<file path="src/rtl/mem_copy_engine.sv">
// rtl/mem_copy_engine.sv - bus initiator copying a byte block within the data memory
module mem_copy_engine #(
    parameter int ADDR_W   = 8,
    parameter int DATA_W   = 8,
    parameter int MEM_SIZE = 32
) (
    input  logic              clk,
    input  logic              reset,
    input  logic              start,
    input  logic [ADDR_W-1:0] src_addr,
    input  logic [ADDR_W-1:0] dst_addr,
    input  logic [ADDR_W-1:0] length,
    output logic              busy,
    output logic              done,
    output logic              error,
    output logic [ADDR_W-1:0] count,
    output logic              mem_read,
    output logic              mem_write,
    output logic [ADDR_W-1:0] mem_address,
    output logic [DATA_W-1:0] mem_write_data,
    input  logic [DATA_W-1:0] mem_read_data
);

    typedef enum logic [2:0] {
        S_IDLE,
        S_CHECK,
        S_READ,
        S_WRITE,
        S_DONE
    } state_t;

    // One extra bit so src+len cannot wrap before it is compared to the memory size.
    localparam logic [ADDR_W:0]   MEM_LIMIT = (ADDR_W + 1)'(MEM_SIZE);
    localparam logic [ADDR_W-1:0] ONE       = 1;

    state_t            state, state_next;
    logic [ADDR_W-1:0] src_q, dst_q, len_q, idx_q, count_q;
    logic [DATA_W-1:0] data_q;
    logic              error_q;

    logic [ADDR_W:0]   src_end, dst_end;
    logic              range_bad;
    logic              len_zero;
    logic [ADDR_W-1:0] idx_inc;

    assign src_end   = {1'b0, src_q} + {1'b0, len_q};
    assign dst_end   = {1'b0, dst_q} + {1'b0, len_q};
    assign range_bad = (src_end > MEM_LIMIT) || (dst_end > MEM_LIMIT);
    assign len_zero  = (len_q == '0);
    assign idx_inc   = idx_q + ONE;

    assign busy           = (state != S_IDLE);
    assign done           = (state == S_DONE);
    assign error          = error_q;
    assign count          = count_q;
    assign mem_write_data = data_q;

    // State register; reset aborts any job in flight.
    always_ff @(posedge clk or posedge reset) begin
        if (reset) begin
            state <= S_IDLE;
        end else begin
            state <= state_next;
        end
    end

    // Next-state and bus strobes; read and write are decoded from distinct states so never overlap.
    always_comb begin
        state_next  = state;
        mem_read    = 1'b0;
        mem_write   = 1'b0;
        mem_address = '0;
        case (state)
            S_IDLE: begin
                if (start) begin
                    state_next = S_CHECK;
                end
            end
            S_CHECK: begin
                if (len_zero || range_bad) begin
                    state_next = S_DONE;
                end else begin
                    state_next = S_READ;
                end
            end
            S_READ: begin
                mem_read    = 1'b1;
                mem_address = src_q + idx_q;
                state_next  = S_WRITE;
            end
            S_WRITE: begin
                mem_write   = 1'b1;
                mem_address = dst_q + idx_q;
                if (idx_inc == len_q) begin
                    state_next = S_DONE;
                end else begin
                    state_next = S_READ;
                end
            end
            S_DONE: begin
                state_next = S_IDLE;
            end
            default: begin
                state_next = S_IDLE;
            end
        endcase
    end

    // Job registers: latch arguments on an accepted start, step the index per written byte.
    always_ff @(posedge clk or posedge reset) begin
        if (reset) begin
            src_q   <= '0;
            dst_q   <= '0;
            len_q   <= '0;
            idx_q   <= '0;
            count_q <= '0;
            data_q  <= '0;
            error_q <= 1'b0;
        end else begin
            case (state)
                S_IDLE: begin
                    if (start) begin
                        src_q   <= src_addr;
                        dst_q   <= dst_addr;
                        len_q   <= length;
                        idx_q   <= '0;
                        count_q <= '0;
                        error_q <= 1'b0;
                    end
                end
                S_CHECK: begin
                    idx_q <= '0;
                    if (!len_zero && range_bad) begin
                        error_q <= 1'b1;
                    end
                end
                S_READ: begin
                    data_q <= mem_read_data;
                end
                S_WRITE: begin
                    count_q <= idx_inc;
                    idx_q   <= idx_inc;
                end
                default: begin
                end
            endcase
        end
    end

endmodule

</file>
<file path="config.mk">
export PLATFORM = sky130hd
export DESIGN_NAME = mem_copy_engine
export DESIGN_NICKNAME = d
export VERILOG_FILES = /design/src/rtl/mem_copy_engine.sv
export SDC_FILE = /design/constraint.sdc
export NUM_CORES = 1
export LEC_CHECK = 0
export CAP_MARGIN = 20
export CORE_MARGIN = 1.5
export CORE_UTILIZATION = 55
export DETAILED_ROUTE_END_ITERATION = 7
export GPL_TIMING_DRIVEN = 0
export PLACE_DENSITY = 0.89
export RECOVER_POWER = 50
export SYNTH_ARGS = -nofsm -noshare
export SYNTH_HDL_FRONTEND = slang
export SYNTH_SLANG_ARGS = --single-unit
</file>
<file path="constraint.sdc">
create_clock -name clk -period 7.3 [get_ports clk]
set_input_delay 1.46 -clock clk [delete_from_list [all_inputs] [get_ports clk]]
set_output_delay 1.46 -clock clk [all_outputs]
set_load 0.005 [all_outputs]
</file>
==> results.json <==
{
  "finalCriticalPeriod_ps": 5420,
  "core_um2": 5610,
  "diodes": 0,
  "fin_crit_sh": 0.742,
  "cts_root_buffer": "clkbuf_8",
  "combPwrFrac": 0.495,
  "finClkSkew_ps": 13.7,
  "maxCapViolCount": 1,
  "ys_seq_area_frac": 0.399,
  "drc": 0,
  "grt_max_degree": 39,
  "multi_input_area_um2": 1880,
  "crit_arrival_ps": 3960,
  "start_util": 0.581,
  "die_area_um2": 6390,
  "fp.dieH_um": 80.0,
  "fillers": 434,
  "netlist-cell-type-count": 53,
  "slew_violations": 39,
  "clockBufferDepth": 2,
  "io_buffer_count": 63,
  "cts_buffers": 5,
  "tightest_slew_ps": 2080,
  "die-width_um": 80.0,
  "gp_congestion": 0.896,
  "setup_viol": 0,
  "syn_area_um2": 3260,
  "hold_buffers": 0,
  "hold_class": "flop to flop",
  "antenna_found_initial": 0,
  "final_hold_viol_count": 0,
  "p_int_uw": 712,
  "power.density_nw_per_um2": 294,
  "dp_cells": 458,
  "grt_first_pass_wirelength_mm": 12.8,
  "crit_required_ps": 5840,
  "worst_slack_ps": 1880,
  "grt_overflow": 0,
  "violations": "max-capacitance violations, max-slew violations",
  "ff_latch_area_um2": 1300,
  "clk_latency_ps": 310,
  "rsz0062_at_grt": "false",
  "fin_setup_tns_ps": 0,
  "critPathKind": "flop to primary output",
  "irDropWorstVdd_mv": 0.253,
  "grt.total_usage": 0.261,
  "first_pass_iters": 5,
  "ys_async_sr_fraction": 1.00,
  "grt_use_met2": 0.439,
  "synth.top_cell.area_share": 0.399,
  "switching_share": 0.405,
  "synthFlopType": "dfrtp_1",
  "p_clk_frac": 0.139,
  "post_synth.cell_area_avg_um2": 10.1,
  "clk_pin_slew_ps": 100,
  "status": "finished with violations",
  "drtIter0Drc": 194,
  "ys_top_cells_by_count": "dfrtp_1 (52), nand2_1 (40), mux2_2 (27)",
  "ctsResizeCount": 0,
  "wl_per_cell_um": 16.2,
  "post_cts_buffers": 0,
  "netlist_top_cells_area": "dfrtp_1 (40%), mux2_2 (9.3%), ha_1 (9.2%)",
  "via_per_inst": 5.84,
  "rows": 27,
  "vias": 2723,
  "p_leak_nw": 1.82,
  "grt_busiest_layer": "met2",
  "synth.most_common_cell": "dfrtp_1",
  "grt_use_met3": 0.0423,
  "synth_enable_flop_cells": 0,
  "seq_power_share": 0.366,
  "dp_slack_ps": 2270,
  "finalNonFillerCells": 466,
  "grt_pass1_vias": 2710,
  "synthCells": 322,
  "cp-end-kind": "primary output",
  "max_slew_margin": -0.386,
  "clkSinkCount": 52,
  "max_freq_ghz": 0.185,
  "pin_count": 64,
  "start_kind": "flop",
  "hpwl_mm": 5.71,
  "antenna_left": 0,
  "routed_wl_mm": 7.57,
  "met1_usage": 0.348,
  "drive_gt1_frac": 0.102,
  "layout.nets": 455,
  "ys_seq_elements": 52,
  "yosys.area.top_type": "dfrtp_1",
  "syn_nets": 384,
  "synth_warnings": 0,
  "cts_max_level": 2,
  "power_switching_uw": 485,
  "cp_max_fo": 10,
  "areaGrowthSynthToFinish_pct": 24.9,
  "post-route-util": 0.726,
  "tritoncts": "yes"
}
## metal layers
layer	part of all wire	vias to the layer above
met5	0	-
met4	0.015	0
met3	0.073	14
met2	0.49	127
met1	0.42	1298
li1	-	1284
## state kept, by name, indices dropped and copies added, names as in the netlist
| name | flops |
|---|---|
| error | 1 |
| idx_q | 8 |
| state | 3 |
| len_q | 8 |
| dst_q | 8 |
| src_q | 8 |
| mem_write_data | 8 |
| count | 8 |
## cells in the final DEF, fill, tap and decap left out, types with 7 or more instances in the layout
master / Yosys / routed
xnor2_1: 11 / 11
nand2_1: 40 / 40
a21o_1: 7 / 7
nor2b_1: 8 / 8
a21oi_1: 9 / 9
xor2_1: 14 / 14
clkdlybuf4s50_1: 0 / 53
o21ai_0: 17 / 17
mux2_2: 27 / 27
ha_1: 24 / 24
dfrtp_1: 52 / 52
inv_1: 9 / 9
nor2_1: 26 / 27
dlygate4sd3_1: 0 / 10
## cell families after synthesis
logic type	share of synthesized area
AOI/OAI and AO/OA	0.118
xor gates and xnor gates	0.0672
adders and majority gates	0.111
buffers and inverters	0.0215
DFF	0.399
muxes	0.123
and+or+nand+nor	0.160
## metrics by stage
step | area, um2 | hold slack (ps) | total power [mW]
after floorplan | 3260 | 459 | 0.846
after global placement | 3980 | 462 | 0.988
after detailed placement | 4000 | 471 | 1.02
after CTS | 4090 | 494 | 1.20
after global routing | 4070 | 516 | 1.28
final | 4070 | 487 | 1.20
## cell type report
type / count / share of cell area
repair buffers: 64 / 0.156
flip-flops and latches: 52 / 0.320
well taps: 72 / 0.0221
inverters: 10 / 0.00923
clock inverters: 2 / 0.00400
multi-input cells: 252 / 0.463
plain buffers: 8 / 0.00800
clock buffers: 6 / 0.0178
## path summary, 6_finish.rpt
kind	end	cells past startpoint	startpoint	slack, ps
max	mem_address[7]	15	state[2]	1880
min	count[6]	2	count[6]	490
max reg2reg	state[2]	9	len_q[0]	4390
min reg2reg	count[6]	2	count[6]	490
max in group asynchronous	len_q[0]	3	reset	3330
min in group asynchronous	mem_write_data[0]	2	reset	1630
## critical path: stages (launching register included)
cell             delay, ps
dfrtp_1                430
nor2b_1                200
nand2_1                180
clkinv_1               200
buf_1                  410
nand2_1                120
nand2_1                100
ha_1                   230
a21o_1                 180
a21oi_1                210
nor2b_1                 80
o21a_1                 180
o41a_1                 330
xnor2_1                130
nor2_1                 130
clkdlybuf4s50_1        520
## power groups by stage
stage	clock network [mW]	logic, mW	registers [mW]
after CTS	0.171	0.591	0.435
after global placement	0	0.552	0.436
after floorplan	0	0.437	0.409
after global routing	0.183	0.656	0.446
after detailed placement	0	0.583	0.441
final	0.167	0.592	0.438
(Power assumes the default switching activity.)
